`config.mk`:
```
export PLATFORM = sky130hd
export DESIGN_NAME = column_rasterizer
export DESIGN_NICKNAME = d
export VERILOG_FILES = /design/src/rtl/rc_pkg.sv /design/src/rtl/column_shader.sv /design/src/rtl/column_rasterizer.sv
export SDC_FILE = /design/constraint.sdc
export NUM_CORES = 1
export LEC_CHECK = 0
export BUFFER_PORTS_ARGS = -buffer_cell sky130_fd_sc_hd__buf_2
export CORE_MARGIN = 10
export CORE_UTILIZATION = 35
export CTS_BUF_LIST = sky130_fd_sc_hd__clkbuf_8
export CTS_CLUSTER_SIZE = 8
export DETAILED_ROUTE_END_ITERATION = 10
export PLACE_DENSITY = 0.62
export REMOVE_ABC_BUFFERS = 1
export SLEW_MARGIN = 20
export SYNTH_ARGS = -nofsm -noshare
export SYNTH_HDL_FRONTEND = slang
export SYNTH_HIERARCHICAL = 1
export SYNTH_SLANG_ARGS = --single-unit
```
`constraint.sdc`:
```
create_clock -name pixel_clk_in -period 5.4 [get_ports pixel_clk_in]
set_input_delay 1.08 -clock pixel_clk_in [delete_from_list [all_inputs] [get_ports pixel_clk_in]]
set_output_delay 1.08 -clock pixel_clk_in [all_outputs]
set_load 0.03 [all_outputs]
```
`src/rtl/rc_pkg.sv`:
```
`default_nettype none
// ============================================================================
//  Module   : rc_pkg
//  Brief    : Shared column-record layout, wall palette and shading helper.
//  Revision : 1.0  initial release
// ============================================================================
package rc_pkg;

    // Column record layout, shared with the DDA sender.
    localparam int COL_W       = 38;
    localparam int HCOUNT_LSB  = 29;
    localparam int HCOUNT_W    = 9;
    localparam int LH_LSB      = 21;
    localparam int LH_W        = 8;
    localparam int SIDE_BIT    = 20;
    localparam int MAP_LSB     = 16;
    localparam int MAP_W       = 4;
    localparam int WALLX_LSB   = 0;
    localparam int WALLX_W     = 16;

    localparam logic [15:0] PALETTE [16] = '{
        16'h0000, 16'hF800, 16'h07E0, 16'h001F,
        16'hFFE0, 16'hF81F, 16'h07FF, 16'hFFFF,
        16'h8410, 16'hFC00, 16'h8000, 16'h0400,
        16'h0010, 16'hC618, 16'hA145, 16'h4208
    };

    typedef enum logic [0:0] {
        ST_IDLE = 1'b0,
        ST_DRAW = 1'b1
    } col_state_t;

    // Halve every RGB565 channel; the mask stops bits leaking between fields.
    function automatic logic [15:0] darken(input logic [15:0] c);
        return (c >> 1) & 16'h7BEF;
    endfunction

endpackage
`default_nettype wire

```
`src/rtl/column_shader.sv`:
```
`default_nettype none
// ============================================================================
//  Module   : column_shader
//  Brief    : Combinational ceiling / wall / floor colour for one pixel row.
//  Revision : 1.0  initial release
// ============================================================================
module column_shader
    import rc_pkg::*;
#(
    parameter logic [15:0] CEIL_COLOR  = 16'h39E7,
    parameter logic [15:0] FLOOR_COLOR = 16'h7BEF
) (
    input  logic [7:0]       i_v,
    input  logic [7:0]       i_draw_start,
    input  logic [7:0]       i_draw_end,
    input  logic [MAP_W-1:0] i_map_data,
    input  logic             i_side,
    output logic [15:0]      o_color
);

    logic [15:0] w_wall;

    always_comb begin
        w_wall = PALETTE[i_map_data];
        if (i_side) begin
            w_wall = darken(w_wall);
        end

        // An empty wall has draw_end = draw_start - 1, so rows split cleanly.
        if (i_v < i_draw_start) begin
            o_color = CEIL_COLOR;
        end else if (i_v <= i_draw_end) begin
            o_color = w_wall;
        end else begin
            o_color = FLOOR_COLOR;
        end
    end

endmodule
`default_nettype wire

```
`src/rtl/column_rasterizer.sv`:
```
`default_nettype none
// ============================================================================
//  Module   : column_rasterizer
//  Brief    : Expands column ray records into per-pixel frame buffer writes.
//  Revision : 1.0  initial release
// ============================================================================
module column_rasterizer
    import rc_pkg::*;
#(
    parameter int          SCREEN_WIDTH  = 320,
    parameter int          SCREEN_HEIGHT = 240,
    parameter logic [15:0] CEIL_COLOR    = 16'h39E7,
    parameter logic [15:0] FLOOR_COLOR   = 16'h7BEF
) (
    input  logic             pixel_clk_in,
    input  logic             rst_in,
    input  logic             col_tvalid_in,
    input  logic [COL_W-1:0] col_tdata_in,
    input  logic             col_tlast_in,
    output logic             col_tready_out,
    output logic [16:0]      pix_addr_out,
    output logic [15:0]      pix_data_out,
    output logic             pix_valid_out,
    output logic             pix_last_out
);

    localparam logic [7:0]          c_HEIGHT    = 8'(SCREEN_HEIGHT);
    localparam logic [7:0]          c_LAST_V    = 8'(SCREEN_HEIGHT - 1);
    localparam logic [HCOUNT_W-1:0] c_WIDTH_H   = HCOUNT_W'(SCREEN_WIDTH);
    localparam logic [16:0]         c_ADDR_STEP = 17'(SCREEN_WIDTH);

    col_state_t r_state, w_state_next;

    logic [7:0]       r_v;
    logic [7:0]       r_ds;
    logic [7:0]       r_de;
    logic [MAP_W-1:0] r_map;
    logic             r_side;
    logic             r_tlast;
    logic [16:0]      r_addr;
    logic [15:0]      r_data;
    logic             r_valid;
    logic             r_last;

    logic                w_ready;
    logic                w_xfer;
    logic                w_advance;
    logic [7:0]          w_v_next;
    logic [HCOUNT_W-1:0] w_in_hcount;
    logic [LH_W-1:0]     w_in_lh_raw;
    logic [7:0]          w_in_lh;
    logic [7:0]          w_in_ds;
    logic [7:0]          w_in_de;
    logic                w_in_side;
    logic [MAP_W-1:0]    w_in_map;
    logic                w_in_range;
    logic [7:0]          w_sh_v;
    logic [7:0]          w_sh_ds;
    logic [7:0]          w_sh_de;
    logic [MAP_W-1:0]    w_sh_map;
    logic                w_sh_side;
    logic [15:0]         w_shade;
    logic                w_unused_wallx;

    assign w_in_hcount    = col_tdata_in[HCOUNT_LSB +: HCOUNT_W];
    assign w_in_lh_raw    = col_tdata_in[LH_LSB +: LH_W];
    assign w_in_side      = col_tdata_in[SIDE_BIT];
    assign w_in_map       = col_tdata_in[MAP_LSB +: MAP_W];
    assign w_unused_wallx = ^col_tdata_in[WALLX_LSB +: WALLX_W];

    assign w_in_lh    = (w_in_lh_raw > c_HEIGHT) ? c_HEIGHT : w_in_lh_raw;
    assign w_in_ds    = (c_HEIGHT - w_in_lh) >> 1;
    assign w_in_de    = w_in_ds + w_in_lh - 8'd1;
    assign w_in_range = (w_in_hcount < c_WIDTH_H);

    assign col_tready_out = w_ready && !rst_in;
    assign w_xfer         = col_tvalid_in && col_tready_out;
    assign w_advance      = (r_state == ST_DRAW) && (r_v != c_LAST_V);
    assign w_v_next       = r_v + 8'd1;

    always_ff @(posedge pixel_clk_in) begin
        if (rst_in) begin
            r_state <= ST_IDLE;
        end else begin
            r_state <= w_state_next;
        end
    end

    always_comb begin
        w_state_next = r_state;
        w_ready      = 1'b0;
        case (r_state)
            ST_IDLE: w_ready = 1'b1;
            ST_DRAW: w_ready = (r_v == c_LAST_V);
            default: w_ready = 1'b0;
        endcase
        if (w_xfer) begin
            w_state_next = w_in_range ? ST_DRAW : ST_IDLE;
        end else if ((r_state == ST_DRAW) && (r_v == c_LAST_V)) begin
            w_state_next = ST_IDLE;
        end
    end

    // The output registers hold pixel r_v, so the shader always looks one row
    // ahead: row 0 of the incoming record on accept, otherwise row r_v + 1.
    assign w_sh_v    = w_xfer ? 8'd0     : w_v_next;
    assign w_sh_ds   = w_xfer ? w_in_ds   : r_ds;
    assign w_sh_de   = w_xfer ? w_in_de   : r_de;
    assign w_sh_map  = w_xfer ? w_in_map  : r_map;
    assign w_sh_side = w_xfer ? w_in_side : r_side;

    column_shader #(
        .CEIL_COLOR  (CEIL_COLOR),
        .FLOOR_COLOR (FLOOR_COLOR)
    ) u_shader (
        .i_v          (w_sh_v),
        .i_draw_start (w_sh_ds),
        .i_draw_end   (w_sh_de),
        .i_map_data   (w_sh_map),
        .i_side       (w_sh_side),
        .o_color      (w_shade)
    );

    always_ff @(posedge pixel_clk_in) begin
        if (rst_in) begin
            r_v     <= '0;
            r_ds    <= '0;
            r_de    <= '0;
            r_map   <= '0;
            r_side  <= 1'b0;
            r_tlast <= 1'b0;
            r_addr  <= '0;
            r_data  <= '0;
            r_valid <= 1'b0;
            r_last  <= 1'b0;
        end else if (w_xfer) begin
            r_v     <= '0;
            r_ds    <= w_in_ds;
            r_de    <= w_in_de;
            r_map   <= w_in_map;
            r_side  <= w_in_side;
            r_tlast <= col_tlast_in;
            if (w_in_range) begin
                r_addr  <= {{(17 - HCOUNT_W){1'b0}}, w_in_hcount};
                r_data  <= w_shade;
                r_valid <= 1'b1;
                r_last  <= col_tlast_in && (c_LAST_V == 8'd0);
            end else begin
                // Off-screen column: consumed silently, only the frame marker survives.
                r_addr  <= '0;
                r_data  <= '0;
                r_valid <= 1'b0;
                r_last  <= col_tlast_in;
            end
        end else if (w_advance) begin
            r_v     <= w_v_next;
            r_addr  <= r_addr + c_ADDR_STEP;
            r_data  <= w_shade;
            r_valid <= 1'b1;
            r_last  <= r_tlast && (w_v_next == c_LAST_V);
        end else begin
            r_addr  <= '0;
            r_data  <= '0;
            r_valid <= 1'b0;
            r_last  <= 1'b0;
        end
    end

    assign pix_addr_out  = r_addr;
    assign pix_data_out  = r_data;
    assign pix_valid_out = r_valid;
    assign pix_last_out  = r_last;

endmodule
`default_nettype wire

```
==> impl_metrics.py <==
metrics = {
    "status": {
        "status": "finished, final reports clean",
    },
    "grt": {
        "gr-usage-all-layers_pct": 12.69,
        "grt_pass1_wl_um": 17790,
        "grt_pass1_vias": 3754,
        "gr-total-overflow": 0,
        "grt_max_degree": 23,
        "antenna_found_initial": 0,
    },
    "clock_network": {
        "clockBufferDepth": 2,
        "cts_max_level": 3,
        "postCtsSetupBuffers": 0,
        "clk_latency_ps": 350,
        "clk_pin_slew_ps": 80,
        "cts_tree": "done",
        "ctsRootBufferMaster": "clkbuf_8",
        "cts_buffers": 9,
        "clock-sinks": 66,
    },
    "sta": {
        "relSlewSlack_pct": 44.28,
        "finalMaxSlewViolations": 0,
        "layout_min_cycle_time_ps": 4949,
        "fin_crit_sh_pct": 91.65,
        "tightestPinTransition_ps": 835.8,
        "layout_setup_ws_ps": 450.9,
        "finalHoldViolCount": 0,
        "rsz0062_at_grt": "no",
        "fin_tns_setup_ps": 0,
        "fin_skew_ps": 11.89,
        "holdWs_ps": 466.7,
        "fmax_mhz": 202.1,
        "setup_violations": 0,
    },
    "detailed_routing": {
        "post-route-drc-count": 0,
        "vias_per_cell": 5.280,
        "wl_per_cell_um": 14.69,
        "antenna_left": 0,
        "first_pass_iters": 4,
        "vias": 3754,
        "wl_um": 10440,
        "drtIter0Drc": 158,
    },
    "final_layout": {
        "drive_gt1_share_pct": 21.65,
        "antennaDiodeCount": 0,
        "finalInstanceArea_um2": 4893,
        "areaGrowthSynthToFinish_pct": 16.71,
        "regArea_um2": 1321,
        "final.fill_count": 1161,
        "nets": 641,
        "multi_input_area_um2": 2597,
    },
    "placement": {
        "gp_congestion": 0.8464,
        "post-place-ws_ps": -40.95,
        "placed_area_um2": 4659,
        "io_buffers": 61,
        "hpwl_um": 7987,
    },
    "setup_path": {
        "worstSetupEndpointType": "register",
        "timing.rr.end": "pix_data_out[15]",
        "crit_fanout": 12,
        "required_ps": 5690,
        "rr_worst_depth": 14,
        "rrSetupSlack_ps": 1690,
        "cp.arrival_ps": 5240,
        "startpoint_type": "input pin",
        "path_class": "input pin to register",
        "crit_end": "pix_data_out[15]",
        "r2r-start": "r_v[0]",
        "critPathLaunch": "col_tdata_in[26]",
    },
    "floorplanning": {
        "fp.dieW_um": 129.5,
        "die_area_um2": 16760,
        "rows": 39,
        "io_pins": 78,
        "initial_utilization_pct": 36.25,
        "core_um2": 11560,
        "die_h_um": 129.5,
    },
    "yosys": {
        "syn_avg_cell_area_um2": 8.386,
        "yosys_warnings": 6,
        "ys_seq_area_share_pct": 31.51,
        "syn_area_um2": 4193,
        "synthDistinctLibCells": 71,
        "synth_top_area_share_pct": 31.51,
        "netlist_top_cells_area": "dfxtp_1, ha_1, a21oi_1, o21ai_0, nand2_1",
        "ys_async_sr_fraction_pct": 0,
        "synthCells": 500,
        "synth_enable_flop_cells": 0,
        "synth_area_leader_cell": "dfxtp_1",
        "synth_seq_cells": 66,
        "synth-main-ff-cell": "dfxtp_1",
    },
    "min_path": {
        "hold_class": "register to register",
    },
    "pwr": {
        "irDropWorstVdd_v": 0.0001156,
        "leakage_nw": 2.133,
        "power_density_nw_per_um2": 274.1,
        "total_power_w": 0.001341,
    },
    "flow_run": {
        "drv_cap": 0,
    },
}
## registers in the layout, indices dropped and copies added, names as in the netlist
register       cells
pix_last_out       1
r_side             1
pix_addr_out      17
pix_valid_out      1
r_state            1
r_de               8
r_map              4
r_v                8
r_ds               8
r_tlast            1
pix_data_out      16
## layout make-up
cell class / instances / area share, %
repair buffers: 79 / 9.000
clock inverters: 7 / 2.046
well taps: 143 / 3.656
flip-flops and latches: 66 / 27.00
inverters: 35 / 2.685
clock buffers: 9 / 2.531
multi-input cells: 372 / 53.08
## cell usage in the layout (no fill, tap or decap), types with 3 or more instances in the layout
cell type  synthesis  routed
buf_2             10      61
o32ai_1            3       3
nand2_1           38      38
a211oi_1           8       7
nand2b_1           4       4
a31oi_1            7       7
nor3_1             6       6
a22o_1             9       9
o21a_1             3       3
inv_1             33      33
dfxtp_1           66      66
mux2_4             3       3
o21ai_0           34      34
nand4b_1           3       3
o211ai_1           6       6
buf_4              2      18
ha_1              35      34
nand4_1            6       6
clkbuf_8           0       9
nor2_1            36      35
or3_1              5       5
xnor2_1           11      11
and2_1            18      18
a21oi_1           44      44
xor2_1             8       8
nand3_1           24      24
nor2b_1            3       3
mux2i_1            3       3
a21o_1             4       4
## cells in the mapped netlist, drive strengths merged, types with 3 or more instances
master / instances
a211oi: 9
a21o: 4
a21oi: 46
a22o: 9
a31oi: 7
and2: 19
and4b: 3
buf: 16
clkbuf: 11
dfxtp: 66
ha: 35
inv: 35
mux2: 5
mux2i: 3
nand2: 38
nand2b: 5
nand3: 25
nand4: 6
nand4b: 4
nor2: 37
nor2b: 3
nor3: 7
nor3b: 3
o211ai: 7
o21a: 3
o21ai: 35
o31ai: 3
o32ai: 3
or3: 5
xnor2: 11
xor2: 8
## cell families after synthesis
logic type	count (synthesis)	share of synthesized area, %
and+or+nand+nor	165	21.73
buffers and inverters	62	6.774
xor gates and xnor gates	19	3.969
AOI/OAI and AO/OA	143	22.23
adders and majority gates	36	10.92
DFF	66	31.51
muxes	9	2.865
## worst max-delay path, cell delays in order
cell and delay [ps]:
buf_2 90, nand4_1 180, nand2_1 150, ha_2 210, inv_1 50, o21ai_0 130
o21ai_0 140, ha_1 310, inv_1 60, fa_1 460, a211o_1 320, a211oi_2 230
nor3_1 100, o31ai_1 270, inv_1 80, ha_1 320, nand4_1 160, nor2_2 160
a21oi_1 80, nor3_2 160, buf_4 180, nor3b_2 170, and2_1 130
## worst min path at each step
stage          slack [ps]    start  endpoint  depth (start not counted)
2_1_floorplan         430  r_de[7]   r_de[7]                          2
3_3_place_gp          440  r_de[6]   r_de[6]                          2
3_5_place_dp          450  r_de[7]   r_de[7]                          2
4_1_cts               470  r_de[7]   r_de[7]                          2
5_1_grt               480  r_de[7]   r_de[7]                          2
6_report              470  r_de[7]   r_de[7]                          2
## power breakdown
part / total (W) / switching [W] / internal (W) / leakage [nW]
combinational: 0.000336 / 0.000203 / 0.000133 / 1.48
clock: 0.000477 / 0.000213 / 0.000264 / 0.114
sequential: 0.000528 / 0.0000135 / 0.000515 / 0.539
## layer usage
metal / wire length (um) / part of all wire, % / track usage, % / vias up
met1: 4822 / 46 / 15.51 / 1766
met3: 474 / 4.5 / 2.488 / 14
li1: - / - / - / 1911
met2: 4956 / 47 / 21.26 / 63
met4: 188 / 1.8 / 5.622 / 0
met5: 0 / 0 / 0 / -
## timing repair
action,in CTS,in global routing
gates resized for setup,0,3
setup endpoints to repair,0,13
endpoints found under the hold margin,0,0
hold buffers,0,0
## metrics by stage
step,util (%),instances
2_1_floorplan,-,473
3_3_place_gp,40.29,695
3_5_place_dp,40.29,695
4_1_cts,42.23,711
5_1_grt,42.31,711
6_report,42.31,711
Note: power is estimated with default switching activity, not from simulation.
